File: src/rtl/idma_arb_pkg.sv
// Shared configuration for the iDMA stream arbiter: parameter limits, route-index
// width helper and the grant-lock state encoding.
package idma_arb_pkg;

  localparam int unsigned NUM_REQ_MIN         = 2;
  localparam int unsigned NUM_REQ_MAX         = 8;
  localparam int unsigned MAX_OUTSTANDING_MIN = 2;
  localparam int unsigned MAX_OUTSTANDING_MAX = 16;

  typedef enum logic {
    ARB_FREE,
    ARB_LOCKED
  } arb_state_e;

  // Width of a requester index; never zero so a single-bit index still exists.
  function automatic int unsigned route_idx_width(input int unsigned num_req);
    return (num_req > 1) ? $clog2(num_req) : 1;
  endfunction

endpackage

File: src/rtl/idma_stream_arbiter_if.sv
// Route bookkeeping channel between the arbiter (master) and its route FIFO
// (slave): push/pop of requester indices plus occupancy status.
interface idma_stream_arbiter_if #(
  parameter int unsigned IdxWidth = 1,
  parameter int unsigned CntWidth = 3
);

  logic                push;
  logic [IdxWidth-1:0] push_idx;
  logic                pop;
  logic [IdxWidth-1:0] head_idx;
  logic                full;
  logic                empty;
  logic [CntWidth-1:0] usage;

  modport master (
    output push, push_idx, pop,
    input  head_idx, full, empty, usage
  );

  modport slave (
    input  push, push_idx, pop,
    output head_idx, full, empty, usage
  );

endinterface

File: src/rtl/idma_route_fifo.sv
// Circular FIFO of requester indices, one entry per backend transfer in flight.
// Depth must be a power of two so the pointers wrap naturally.
module idma_route_fifo #(
  parameter int unsigned IdxWidth = 1,
  parameter int unsigned Depth    = 4
) (
  input logic                  clk_i,
  input logic                  rst_ni,
  idma_stream_arbiter_if.slave route
);

  localparam int unsigned PtrWidth = $clog2(Depth);
  localparam int unsigned CntWidth = PtrWidth + 1;

  logic [IdxWidth-1:0] mem_q [Depth];
  logic [PtrWidth-1:0] wr_ptr_q;
  logic [PtrWidth-1:0] rd_ptr_q;
  logic [CntWidth-1:0] usage_q;

  // NOTE: storage is deliberately left out of reset; only pointers and the count
  // define validity, so clearing the array would cost reset fan-out for nothing.
  always_ff @(posedge clk_i) begin
    if (route.push) mem_q[wr_ptr_q] <= route.push_idx;
  end

  // NOTE: state registers use non-blocking assignments so every flop samples the
  // pre-edge values regardless of statement order.
  always_ff @(posedge clk_i or negedge rst_ni) begin
    if (!rst_ni) begin
      wr_ptr_q <= '0;
      rd_ptr_q <= '0;
      usage_q  <= '0;
    end else begin
      if (route.push) wr_ptr_q <= wr_ptr_q + PtrWidth'(1);
      if (route.pop)  rd_ptr_q <= rd_ptr_q + PtrWidth'(1);
      unique case ({route.push, route.pop})
        2'b10:   usage_q <= usage_q + CntWidth'(1);
        2'b01:   usage_q <= usage_q - CntWidth'(1);
        default: usage_q <= usage_q;
      endcase
    end
  end

  assign route.head_idx = mem_q[rd_ptr_q];
  assign route.full     = (usage_q == CntWidth'(Depth));
  assign route.empty    = (usage_q == '0);
  assign route.usage    = usage_q;

endmodule

File: src/rtl/idma_stream_arbiter.sv
// Round-robin arbiter of NumReq iDMA request streams onto one backend, with
// in-order response routing. Define IDMA_STREAM_ARB_PERF_EN for perf counters.
module idma_stream_arbiter
  import idma_arb_pkg::*;
#(
  parameter int unsigned NumReq         = 2,
  parameter int unsigned MaxOutstanding = 4,
  parameter type         idma_req_t     = logic,
  parameter type         idma_rsp_t     = logic
) (
  input  logic                            clk_i,
  input  logic                            rst_ni,
  input  idma_req_t                       req_i [NumReq],
  input  logic [NumReq-1:0]               req_valid_i,
  output logic [NumReq-1:0]               req_ready_o,
  output idma_rsp_t                       rsp_o,
  output logic [NumReq-1:0]               rsp_valid_o,
  input  logic [NumReq-1:0]               rsp_ready_i,
  output idma_req_t                       be_req_o,
  output logic                            be_req_valid_o,
  input  logic                            be_req_ready_i,
  input  idma_rsp_t                       be_rsp_i,
  input  logic                            be_rsp_valid_i,
  output logic                            be_rsp_ready_o,
  output logic                            busy_o,
  output logic [$clog2(MaxOutstanding):0] outstanding_o
`ifdef IDMA_STREAM_ARB_PERF_EN
  ,
  output logic [NumReq-1:0][31:0]         grant_cnt_o,
  output logic [31:0]                     stall_cnt_o
`endif
);

  localparam int unsigned IdxWidth = route_idx_width(NumReq);
  localparam int unsigned CntWidth = $clog2(MaxOutstanding) + 1;

  typedef logic [IdxWidth-1:0] idx_t;

  arb_state_e  state_q, state_d;
  idx_t        lock_idx_q, lock_idx_d;
  idx_t        last_grant_q, last_grant_d;
  idx_t        rr_idx;
  idx_t        winner;
  logic        rr_found;
  logic        win_valid;
  logic        room;
  logic        pop;
  int unsigned cand;

  idma_stream_arbiter_if #(.IdxWidth(IdxWidth), .CntWidth(CntWidth)) route ();

  idma_route_fifo #(
    .IdxWidth (IdxWidth),
    .Depth    (MaxOutstanding)
  ) i_route_fifo (
    .clk_i  (clk_i),
    .rst_ni (rst_ni),
    .route  (route)
  );

  // Priority pointer starts at NumReq-1 so requester 0 is first after reset.
  always_ff @(posedge clk_i or negedge rst_ni) begin
    if (!rst_ni) begin
      state_q      <= ARB_FREE;
      lock_idx_q   <= '0;
      last_grant_q <= idx_t'(NumReq - 1);
    end else begin
      state_q      <= state_d;
      lock_idx_q   <= lock_idx_d;
      last_grant_q <= last_grant_d;
    end
  end

  // A presented-but-unaccepted request pins the winner until its handshake.
  always_comb begin
    state_d      = state_q;
    lock_idx_d   = lock_idx_q;
    last_grant_d = last_grant_q;
    if (be_req_valid_o && be_req_ready_i) begin
      state_d      = ARB_FREE;
      last_grant_d = winner;
    end else if (be_req_valid_o) begin
      state_d    = ARB_LOCKED;
      lock_idx_d = winner;
    end else begin
      state_d = ARB_FREE;
    end
  end

  // NOTE: every output of a combinational block gets a default at the top so no
  // path through the if/for structure can leave a latch behind.
  always_comb begin
    rr_found = 1'b0;
    cand     = (32'(last_grant_q) + 32'd1) % NumReq;
    rr_idx   = idx_t'(cand);
    for (int unsigned i = 1; i <= NumReq; i++) begin
      cand = (32'(last_grant_q) + i) % NumReq;
      if (!rr_found && req_valid_i[idx_t'(cand)]) begin
        rr_found = 1'b1;
        rr_idx   = idx_t'(cand);
      end
    end

    if (state_q == ARB_LOCKED) begin
      winner    = lock_idx_q;
      win_valid = req_valid_i[lock_idx_q];
    end else begin
      winner    = rr_idx;
      win_valid = rr_found;
    end

    // A response retiring this cycle frees the slot a full FIFO needs.
    pop  = be_rsp_valid_i && !route.empty && rsp_ready_i[route.head_idx];
    room = !route.full || pop;

    be_req_valid_o      = win_valid && room;
    be_req_o            = req_i[winner];
    req_ready_o         = '0;
    req_ready_o[winner] = be_req_ready_i && room;

    // With nothing in flight a stray response is swallowed rather than stalling.
    rsp_valid_o    = '0;
    be_rsp_ready_o = 1'b1;
    if (!route.empty) begin
      rsp_valid_o[route.head_idx] = be_rsp_valid_i;
      be_rsp_ready_o              = rsp_ready_i[route.head_idx];
    end
  end

  assign route.push     = be_req_valid_o && be_req_ready_i;
  assign route.push_idx = winner;
  assign route.pop      = pop;

  assign rsp_o         = be_rsp_i;
  assign outstanding_o = route.usage;
  assign busy_o        = (route.usage != '0) || (|req_valid_i);

`ifdef IDMA_STREAM_ARB_PERF_EN
  always_ff @(posedge clk_i or negedge rst_ni) begin
    if (!rst_ni) begin
      grant_cnt_o <= '0;
      stall_cnt_o <= '0;
    end else begin
      if (route.push) grant_cnt_o[winner] <= grant_cnt_o[winner] + 32'd1;
      if ((|req_valid_i) && !room) stall_cnt_o <= stall_cnt_o + 32'd1;
    end
  end
`endif

`ifndef SYNTHESIS
  assert property (@(posedge clk_i) disable iff (!rst_ni) be_rsp_valid_i |-> !route.empty)
    else $error("idma_stream_arbiter: backend response with no transfer in flight");
`endif

endmodule

File: config.mk
export PLATFORM = sky130hd
export DESIGN_NAME = idma_stream_arbiter
export DESIGN_NICKNAME = d
export VERILOG_FILES = /design/src/rtl/idma_arb_pkg.sv /design/src/rtl/idma_stream_arbiter_if.sv /design/src/rtl/idma_route_fifo.sv /design/src/rtl/idma_stream_arbiter.sv
export SDC_FILE = /design/constraint.sdc
export NUM_CORES = 1
export LEC_CHECK = 0
export ABC_AREA = 1
export CAP_MARGIN = 0
export CORE_ASPECT_RATIO = 1.1
export CORE_UTILIZATION = 43
export CTS_CLUSTER_DIAMETER = 120
export DETAILED_ROUTE_END_ITERATION = 10
export PLACE_DENSITY = 0.85
export SKIP_CTS_REPAIR_TIMING = 1
export SYNTH_ARGS = -nofsm -noshare
export SYNTH_HDL_FRONTEND = slang
export SYNTH_SLANG_ARGS = --single-unit
File: constraint.sdc
create_clock -name clk_i -period 2.13 [get_ports clk_i]
set_input_delay 0.426 -clock clk_i [delete_from_list [all_inputs] [get_ports clk_i]]
set_output_delay 0.426 -clock clk_i [all_outputs]
set_load 0.02 [all_outputs]
======== Word-level counts from Yosys, hierarchy flattened ========
Memory sizes are Yosys's and may differ from the RTL's.
Cells that the tools add are included.
storage, ports and cells
  word-level logic and storage cells ...... 73
  output and inout port bits .............. 12
  input bits .............................. 11
  register bits after elaboration ......... 10
  memories ................................ 1
  memory bits (writable) .................. 4
cells by class
  reduce and logical (&&, ||, !) cells .... 18
  $lt $le $gt $ge ......................... 8
  add/sub/neg operators ................... 6
  multiplexer cells ....................... 27
  equal/unequal tests ..................... 3
  bitwise gates (word level) .............. 4
memory list
  name                depth  width  rd ports  clocked after memory_dff  write ports  line                   text
  i_route_fifo.mem_q  4      1      1         0                         1            idma_route_fifo.sv:15  logic [IdxWidth-1:0] mem_q [Depth];
operator list
  cell                                                       number
  2-to-1 mux 1 bit                                           23
  < comparator 1 x 2 -> 1 bit (second input constant)        5
  logical AND 1 bit                                          8
  case mux 3 bit (2 select lines)                            1
  adder 2 x 1 -> 2 bit (second input constant)               2
  bitwise AND 2 bit                                          2
  adder 3 x 1 -> 3 bit (second input constant)               1
  == test 3 bit (second input constant)                      1
  logical NOT 1 bit                                          3
  logical NOT 3 bit                                          1
  nonzero test 3 bit                                         1
  subtractor 3 x 1 -> 3 bit (second input constant)          1
  adder 1 bit (second input constant)                        2
  demux 1 bit (select 1 bit)                                 2
  == test 2 x 1 -> 1 bit (second input constant)             1
  == test 2 bit (second input constant)                      1
  greater-or-equal comparator 1 bit (second input constant)  2
  greater-or-equal comparator 2 bit (second input constant)  1
  logical OR 1 bit                                           2
  2-to-1 mux 2 bit                                           1
  inverter 1 -> 2 bit                                        1
  AND reduction 2 bit                                        1
  nonzero test 2 bit                                         1
  OR reduction 2 bit                                         1
  inverter 1 bit                                             1

======== Longest topological paths before layout ========
  depth after elaboration ................. 13
  depth in mapped cells ................... 14
  depth with buffers taken out ............ 14

======== Cells and area by module ========
A second synthesis with hierarchy kept.
unflattened totals
  cell total of the unflattened synthesis .. 110
  area total of the unflattened synthesis .. 868.3 um^2
modules (own cells, without submodules)
  module               cells an instance  instances  area each (um^2)  sequential area each (um^2)
  idma_route_fifo      60                 1          579.3             295.3
  idma_stream_arbiter  50                 1          289.0             76.3

======== Least setup slack after synthesis ========
No wires, ideal clock.
  path kind ............................... register -> register
  start ................................... register i_route_fifo.usage_q[1] (netlist: i_route_fifo.route.usage[1])
  end ..................................... register i_route_fifo.usage_q[2] (netlist: i_route_fifo.route.usage[2])
  clock period less this slack ............ 2.190 ns
  arrival ................................. 2.059 ns
  path slack .............................. -0.060 ns
  library setup time ...................... 0.131 ns
  cell stages (with the launch flop) ...... 12
  buffers on the path ..................... 0
  required time ........................... 1.999 ns
  cell sequence ........................... dfrtp_1 nor3_2 nor2_1 nand3_4 nand2_4 nand3_4 ha_1 inv_1 fa_1 a21oi_1 o21ai_0 xor2_1
on the way
  word-level cells in the longest chain between the ends .. 9
  elaborated cells between the ends (all ways) .. 15
  classes of those cells .................. add/sub (2); eq/ne (3); mux (1); reduce/logical (9)
ends and longest elaborated chain
  element                                                                line                        text
  start: declaration                                                     idma_route_fifo.sv:18       logic [CntWidth-1:0] usage_q;
  start signal: assignment                                               idma_route_fifo.sv:37       2'b10: usage_q <= usage_q + CntWidth'(1);
  start signal: assignment                                               idma_route_fifo.sv:38       2'b01: usage_q <= usage_q - CntWidth'(1);
  start signal: assignment                                               idma_route_fifo.sv:39       default: usage_q <= usage_q;
  logical NOT 3 bit                                                      idma_route_fifo.sv:46       assign route.empty = (usage_q == '0);
  logical NOT 1 bit                                                      n/a
  logical AND 1 bit (2 in series)                                        idma_stream_arbiter.sv:113  pop = be_rsp_valid_i && !route.empty && rsp_ready_i[route.head_idx];
  logical OR 1 bit                                                       idma_stream_arbiter.sv:114  room = !route.full || pop;
  logical AND 1 bit                                                      idma_stream_arbiter.sv:116  be_req_valid_o = win_valid && room;
  logical AND 1 bit                                                      idma_stream_arbiter.sv:130  assign route.push = be_req_valid_o && be_req_ready_i;
  == test 2 x 1 -> 1 bit or == test 2 bit (tied branches)                idma_route_fifo.sv:36       unique case ({route.push, route.pop})
  case mux 3 bit (2 select lines) or nonzero test 2 bit (tied branches)  n/a
Parallel ways exist; a longest one is shown, timed or not.
A chain may end at the register's enable or synchronous reset.

======== Final worst setup path ========
  start ................................... input be_rsp_valid_i
  end ..................................... output req_ready_o[0]
on the way
  word-level cells in the longest chain between the ends .. 5
ends and longest elaborated chain
  element                          line                        text
  start: declaration               idma_stream_arbiter.sv:23   input logic be_rsp_valid_i,
  logical AND 1 bit (2 in series)  idma_stream_arbiter.sv:113
  logical OR 1 bit                 idma_stream_arbiter.sv:114
  logical AND 1 bit                idma_stream_arbiter.sv:119  req_ready_o[winner] = be_req_ready_i && room;
  bitwise AND 2 bit (no line)      n/a
  end: declaration                 idma_stream_arbiter.sv:15   output logic [NumReq-1:0] req_ready_o,
No other way between the ends.

==> flow_summary.yaml <==
finish:
  layout_common_cells: "23 x nand2_1, 19 x inv_1, 13 x buf_4"
  final_common_cell: "nand2_1"
  final_nets: 159
  insertedDiodeCount: 0
  layout-drive-gt1-share_pct: 27.7
  area_growth_pct: 43.1
sta:
  whs_ns: 0.476
  slew-limit-headroom_pct: 68.3
  finalSetupTns_ns: 0
  finClkSkew_ns: 0.00274
  fin_crit_ns: 2.09
  fmax_mhz: 479
  period_share_pct: 98.0
  rsz0062_at_grt: "true"
  tightest_slew_ns: 0.474
  slew_violations: 0
  hold_violations: 0
  setup_viol: 0
pwr:
  swShare_pct: 44.4
  leakage_nw: 0.673
  clock_power_share_pct: 8.7
  intPower_mw: 0.972
  p_sw_mw: 0.778
  power_frac_comb_pct: 61.4
  powerDensity_mw_per_mm2: 1370
  pwr-share-seq_pct: 29.8
  irDropWorstVdd_mv: 0.767
grt:
  grt_pass1_vias: 782
  antenna_found_initial: 0
  grt_max_degree: 11
  overflow: 0
  grt_use_total_pct: 18.9
  grt_pass1_wl_um: 3130
synth:
  synth-seq-cells: 14
  netlist_instances: 106
  synth.avg_cell_area_um2: 8.42
  synth-warning-count: 0
  yosysSeqAreaShare_pct: 41.7
  yosys-top-cells-area: "dfrtp_1 25%, edfxtp_1 13%, nand2_1 10%"
  synth_area_leader_cell: "dfrtp_1"
  yosys.area.top_type_share_pct: 25.2
  yosysUniqueCellTypes: 24
  syn_nets: 123
  syn_area_um2: 892
drt:
  drt_iter0_drc: 7
  drt.antenna.violating_nets: 0
  wl_per_cell_um: 10.8
  vias: 779
  drt-total-wl_um: 1810
  drtPass1Iterations: 4
  viasPerCell: 4.64
  drc: 0
critical_path:
  max_stage_delay_ns: 0.47
  critPathBufInv: 3
  endpoint_kind: "output pin"
  crit_family: "buffers and inverters"
  path_class: "input pin to output pin"
  worstPathRequired_ns: 1.70
  arrival_ns: 1.66
  critPathMaxFanout: 5
  startpoint_type: "input pin"
  path_cells: "clkdlybuf4s50_1 > inv_1 > nor2_4 > nand3_4 > nand2_4 > nand2_1 > nor2_1 > clkbuf_2"
  slowest_stage: "clkdlybuf4s50_1"
die:
  die_y_um: 49.8
  die_area_mm2: 0.00226
  chipWidth_um: 45.4
  io_pins: 23
  row_count: 16
  fp.coreArea_mm2: 0.00186
  start_util_pct: 47.9
clocking:
  clk_pin_slew_ns: 0.08
  cts_htree_levels: 1
  clockRootBuffer: "clkbuf_4"
  cts_tree: "yes"
  clk_latency_ns: 0.27
  cts.sink_count: 14
  cts-buffers-inserted: 3
  ctsLongestPathBuffers: 2
status:
  status: "complete, no violations"
job:
  maxCapViolations: 0
place:
  gp_congestion: 0.810
  io_buffers: 20
  hpwl_um: 1500
hold_path:
  hold_class: "input pin to asynchronous set/reset pin"
-- flip-flops by register name, summed over array words and instances, names as in the netlist --
name,cells
i_route_fifo.mem_q,4
i_route_fifo.rd_ptr_q,2
i_route_fifo.route.usage,3
i_route_fifo.wr_ptr_q,2
last_grant_q,1
lock_idx_q,1
state_q,1
-- through the flow --
step / utilization, % / area [um2] / total power, mW / setup WS, ns / std cells
after floorplan: - / 908 / 1.15 / 0.000813 / 106
after global placement: 65.4 / 1220 / 1.52 / -0.347 / 163
after detailed placement: 65.4 / 1220 / 1.58 / -0.413 / 163
after CTS: 66.8 / 1240 / 1.74 / -0.432 / 167
after global routing: 68.5 / 1280 / 1.92 / -0.0716 / 168
final: 68.5 / 1280 / 1.75 / 0.0427 / 168
-- per-layer routing --
metal | routed length, um | vias to the layer above | track usage [%]
met3 | 53 | 2 | 3.66
met1 | 729 | 361 | 21.7
met2 | 1020 | 18 | 34.3
met5 | 0 | - | 0
met4 | 10 | 0 | 4.55
li1 | - | 398 | -
-- path summary, 6_finish.rpt --
kind / depth (start not counted) / slack (ns) / startpoint / endpoint
hold reg to reg: 2 / 0.48 / last_grant_q$_DFFE_PN1P_ / last_grant_q$_DFFE_PN1P_
hold / removal: 1 / 0.48 / rst_ni / i_route_fifo.rd_ptr_q[0]$_DFFE_PN0P_
min in group clk_i: 2 / 0.48 / last_grant_q$_DFFE_PN1P_ / last_grant_q$_DFFE_PN1P_
setup / recovery: 8 / 0.04 / be_rsp_valid_i / req_ready_o[0]
max in group asynchronous: 1 / 1.31 / rst_ni / i_route_fifo.route.usage[1]$_DFFE_PN0P_
setup reg to reg: 11 / 0.09 / i_route_fifo.route.usage[0]$_DFFE_PN0P_ / i_route_fifo.route.usage[2]$_DFFE_PN0P_
-- area by class of cell --
type / instances / area [um2]
Fill cell: 154 / 586
Multi-Input combinational cell: 69 / 462
Sequential cell: 14 / 374
Timing Repair Buffer: 32 / 298
Inverter: 22 / 82.6
Tap cell: 27 / 33.8
Clock buffer: 4 / 26.3
-- logic make-up after synthesis --
group                      synth area share (%)
AOI/OAI and AO/OA                          4.21
xor gates and xnor gates                   3.93
adders and majority gates                  9.26
buffers and inverters                      10.1
DFF                                        41.7
and+or+nand+nor                            30.9
-- power by group through the flow --
stage / registers, mW / clock network (mW) / logic [mW]
final: 0.522 / 0.153 / 1.08
after global routing: 0.538 / 0.173 / 1.21
after CTS: 0.525 / 0.159 / 1.05
after detailed placement: 0.531 / 0 / 1.04
after global placement: 0.524 / 0 / 0.995
after floorplan: 0.547 / 0 / 0.600
-- worst register-to-register path: stages (launching register included) --
cell and delay [ns]:
dfrtp_2 0.46, nor3_4 0.24, nor2_4 0.06, nand3_4 0.10
nand2_4 0.08, nand3_4 0.08, ha_1 0.15, inv_2 0.05
fa_2 0.35, a21oi_2 0.13, o21ai_1 0.08, xor2_1 0.14
-- synthesized netlist by cell type --
master    count
nand4_1       4
dfrtp_1       9
nand2_1      24
nand2_4       1
inv_1        20
nor3_1        1
nor2_1       12
dfstp_2       1
nand3_2       3
nand2_2       2
fa_1          1
xnor2_1       1
o21ai_0       3
edfxtp_1      4
buf_4         1
a21o_1        1
nand3_4       2
nand3_1       1
xor2_1        3
a21oi_1       3
inv_2         2
ha_1          5
nor2_2        1
nor3_2        1
Note: power is estimated with default switching activity, not from simulation.
==> RTL edit 1 (config.mk and constraints unchanged) <==
The option `IDMA_STREAM_ARB_PERF_EN` is turned on by a define.
--- a/src/rtl/idma_stream_arbiter.sv
+++ b/src/rtl/idma_stream_arbiter.sv
@@ -2,2 +2,4 @@
 // in-order response routing. Define IDMA_STREAM_ARB_PERF_EN for perf counters.
+`define IDMA_STREAM_ARB_PERF_EN
+
 module idma_stream_arbiter
Check against the original RTL (old outputs only; new: grant_cnt_o and stall_cnt_o): equivalent (equiv_simple and equiv_induct, registers matched by name and starting in step).
==> RTL edit 1 against the original RTL <==
- the flow now finishes with violations (negative setup slack)
- non-clock buffer count rose by 190
- power increased to 6.5 times the old value
- first-iteration DRC count rose to 85 times the old value
- fmax down 11%
- routed wire length grew to 13 times the old value
- global-route usage increased by 5.2 points
- cell area rose to 8.1 times the old value
- sequential cell count is 96 higher
- critical path depth did not move
- synthesized area grew to 7.8 times the old value
- worst setup slack lost 270 ps
- hold slack better by 10 ps
- register-to-register slack lost 250 ps
- critical path type is now reg2out
- largest cell class unchanged
- largest power group unchanged
==> RTL edit 1: results <==
set metrics [dict create \
    firstDrtPassIters 6 \
    instances_no_fill 1401 \
    gp_congestion 0.935 \
    slowest_stage "dfstp_2" \
    async_reset_ff_share_pct 96.4 \
    wirelength_um 23000 \
    outcome "complete, but fails checks" \
    final_nets 1215 \
    synth_fp_nets 1013 \
    port_buffers 116 \
    violations "negative setup slack" \
    grt_pass1_wl_um 31500 \
    numCtsBuffers 9 \
    finalSetupTns_ps -6450 \
    slowest_delay_ps 560 \
    grt_max_degree 59 \
    dp_hpwl_um 14800 \
    seq_area_frac_synth_pct 39.9 \
    clock_latency_ps 370 \
    crit_arrival_ps 1930 \
    fin_ws_ps -224 \
    drive_gt1_share_pct 27.0 \
    syn-instance-count 994 \
    setup-violations-final 60 \
    cellLeakagePower_nw 4.86 \
]
[RTL edit 1: changes by cell type after synthesis, moves of 10 or more]
cell	delta
dfrtp_1	+96
nand3_1	+63
nand2_1	+410
nand2_2	+10
nor3_1	+13
inv_1	+60
buf_6	+10
nor2_1	+81
buf_2	+11
o21ai_0	+22
nand3b_1	+17
xor2_1	+34
xnor2_1	+10
[RTL edit 1: routing by layer]
layer  track usage (%)  part of all wire [%]  vias up
met1              29.9                    39     3493
met5                 0                     0        -
met2              41.6                    50      327
li1                  -                     -     3480
met3              4.12                   6.8       81
met4              8.84                   4.1        0
[RTL edit 1: power breakdown]
group          total [W]  switching [W]  internal (W)  leakage (nW)
Sequential       0.00290       0.000392       0.00251          1.42
Clock            0.00170       0.000880      0.000825         0.140
Combinational    0.00683        0.00382       0.00301          3.30
[RTL edit 1: cell type report]
| class | count | area [µm²] |
|---|---|---|
| timing repair inverter | 2 | 27.5 |
| tap | 200 | 250 |
| timing repair buffer | 222 | 2320 |
| sequential | 110 | 2780 |
| clock inverter | 7 | 65.1 |
| multi-input combinational | 764 | 4290 |
| clock buffer | 9 | 225 |
| inverter | 87 | 354 |
| fill | 1200 | 5430 |
[RTL edit 1: final timing paths]
kind                                     startpoint                              endpoint  slack [ps]  cells after the start
setup / recovery           last_grant_q$_DFFE_PN1P_                        req_ready_o[0]        -220                      8
hold / removal                               rst_ni  i_route_fifo.wr_ptr_q[1]$_DFFE_PN0P_         490                      2
setup reg to reg           last_grant_q$_DFFE_PN1P_            grant_cnt_o[0]$_DFFE_PN0P_        -160                     13
hold reg to reg            last_grant_q$_DFFE_PN1P_              last_grant_q$_DFFE_PN1P_         490                      2
max in group asynchronous                    rst_ni           grant_cnt_o[38]$_DFFE_PN0P_        1040                      3
min in group clk_i         last_grant_q$_DFFE_PN1P_              last_grant_q$_DFFE_PN1P_         490                      2
[RTL edit 1: through the flow]
step | instance area, µm² | utilization (%)
2_1_floorplan | 7000 | -
3_3_place_gp | 8860 | 56.3
3_5_place_dp | 8860 | 56.3
4_1_cts | 9160 | 58.2
5_1_grt | 10300 | 65.5
6_report | 10300 | 65.5
[RTL edit 1: logic make-up (layout without fill, tap and decap cells)]
logic type                 after synthesis  count (layout)  synth area share, %
and+or+nand+nor                        669             669                 41.0
buffers and inverters                  120             327                 8.30
DFF                                    110             110                 39.9
xor gates and xnor gates                48              48                 6.05
AOI/OAI and AO/OA                       39              39                 3.17
adders and majority gates                8               8                 1.55
[RTL edit 1: critical path: cells and delay by family (launching register included)]
| family | cells | cell delay, ps |
|---|---|---|
| and+or+nand+nor | 4 | 440 |
| DFF | 1 | 560 |
| buffers and inverters | 4 | 560 |
==> RTL edit 2 (same flow settings) <==
Made on the original files. Set the parameter `MaxOutstanding` to 8 (it was 4).
--- a/src/rtl/idma_stream_arbiter.sv
+++ b/src/rtl/idma_stream_arbiter.sv
@@ -6,3 +6,3 @@
   parameter int unsigned NumReq         = 2,
-  parameter int unsigned MaxOutstanding = 4,
+  parameter int unsigned MaxOutstanding = 8,
   parameter type         idma_req_t     = logic,
Ports: changed (resized outstanding_o); port bits go from 23 to 24. The function was not compared with the original's and may differ.
==> RTL edit 2 against the original RTL <==
- the run now ends with negative setup slack left
- synthesized cell count is 51% higher
- routed wire length rose by 88%
- synthesized area increased by 46%
- combinational power increased by 80%
- clock power is 33% higher
- global-route usage grew 0.29 points
- sequential cell count rose by 7
- power grew 66%
- via count grew 61%
- non-clock buffer count increased by 19
- sequential share of layout area fell by 0.83 points
- cell area rose by 57%
- first-iteration DRC count increased to 5.4 times the old value
- worst setup slack got worse by 240 ps
- critical path type is now reg2reg
- largest cell class unchanged
- largest power group unchanged
==> RTL edit 2: results <==
set metrics [dict create \
    ys_top_cells_by_count "nand2_1 (37), inv_1 (27), dfrtp_1 (12), nand3_1 (12), nor2_1 (12)" \
    gp_congestion 0.756 \
    crit_arrival_ps 2540 \
    finClkSkew_ps 1.07 \
    seq_area_frac_synth_pct 43.4 \
    drtIter0Drc 38 \
    outcome "complete, but fails checks" \
    worst_slew_pin_slew_ps 632 \
    fin_ws_ps -201 \
    async_reset_ff_share_pct 61.9 \
    port_buffers 21 \
    grt.total_usage_pct 19.2 \
    violations "negative setup slack" \
    synth_edf_count 8 \
    synth.avg_cell_area_um2 8.16 \
    worstReg2RegEnd "i_route_fifo.route.usage[3]$_DFFE_PN0P_" \
    crit_path_max_fanout 6 \
    clock_latency_ps 310 \
    wl_per_cell_um 13.9 \
    cellLeakagePower_nw 0.967 \
    dp_hpwl_um 2070 \
    synth.distinct_cells 26 \
    ir_drop_uv 885 \
    synthTopCellsByArea "dfrtp_1 (23%), edfxtp_1 (18%), nand2_1 (11%)" \
    largest_register_ffs 8 \
    fillers 203 \
    wirelength_um 3410 \
    final_nets 229 \
    drive_gt1_share_pct 44.3 \
    grt_pass1_wl_um 4490 \
    grt_max_degree 14 \
    synth_compound_area_share_pct 3.64 \
    setup-violations-final 7 \
    synthAdderAreaFrac_pct 4.79 \
    antenna_cells 0 \
    synth_xor_area_share_pct 4.69 \
    synth_fp_nets 176 \
    path_clk_slew_ps 130 \
    grt_pass1_vias 1112 \
]
## RTL edit 2: metrics by stage
step	instance area, µm²	hold slack [ps]	TNS (ps)	setup slack [ps]	total power [W]
after floorplan	1330	130	-471	-213	0.00165
after global placement	1700	467	-2720	-376	0.00216
after detailed placement	1700	478	-3580	-473	0.00223
after CTS	1720	495	-4450	-691	0.00243
after global routing	2000	512	-2200	-330	0.00312
final	2000	491	-1040	-201	0.00291
## RTL edit 2: metal layers
metal / vias up / GRT usage (%) / part of all wire (%)
li1: 609 / - / -
met1: 607 / 22.4 / 40
met2: 34 / 34.0 / 55
met3: 6 / 2.80 / 3.9
met4: 0 / 8.06 / 1.2
met5: - / 0 / 0
## RTL edit 2: power by group
group	switching (W)	internal, W	leakage [nW]
registers	0.000173	0.000593	0.224
logic	0.00103	0.000914	0.727
clock network	0.000131	0.0000731	0.0150
## RTL edit 2: worst max path at each step
stage,end,slack (ps),cells past startpoint
2_1_floorplan,i_route_fifo.route.usage[2]$_DFFE_PN0P_,-210,15
3_3_place_gp,req_ready_o[1],-380,8
3_5_place_dp,req_ready_o[0],-470,8
4_1_cts,req_ready_o[0],-690,10
5_1_grt,i_route_fifo.route.usage[3]$_DFFE_PN0P_,-330,18
6_report,i_route_fifo.route.usage[3]$_DFFE_PN0P_,-200,18
## RTL edit 2: worst max-delay path, stage by stage (launching register included)
cell and delay [ps]:
dfrtp_2 490, inv_4 70, nand2_2 80, nand3_2 80, nand3_4 120, nand2_4 70, nand2_4 80, nand3_4 80
nand2_4 120, nand3_4 90, ha_4 190, nand2_2 60, inv_2 50, nor2_4 110, nand2_2 80, nor2_4 130
buf_6 110, o21ai_2 50, xor2_1 160
## RTL edit 2: logic make-up (layout without fill, tap and decap cells)
| logic type | count (synthesis) | after routing |
|---|---|---|
| adders and majority gates | 5 | 5 |
| xor gates and xnor gates | 7 | 7 |
| and+or+nand+nor | 87 | 87 |
| AOI/OAI and AO/OA | 9 | 9 |
| DFF | 21 | 21 |
| buffers and inverters | 31 | 83 |
## RTL edit 2: layout make-up
type                            instances  area, µm²  share of cell area (%)
Clock buffer                            4       26.3                    1.31
Timing Repair Buffer                   51        463                    23.1
Multi-Input combinational cell        108        795                    39.7
Tap cell                               33       41.3                    2.06
Sequential cell                        21        571                    28.5
Inverter                               28        108                    5.37
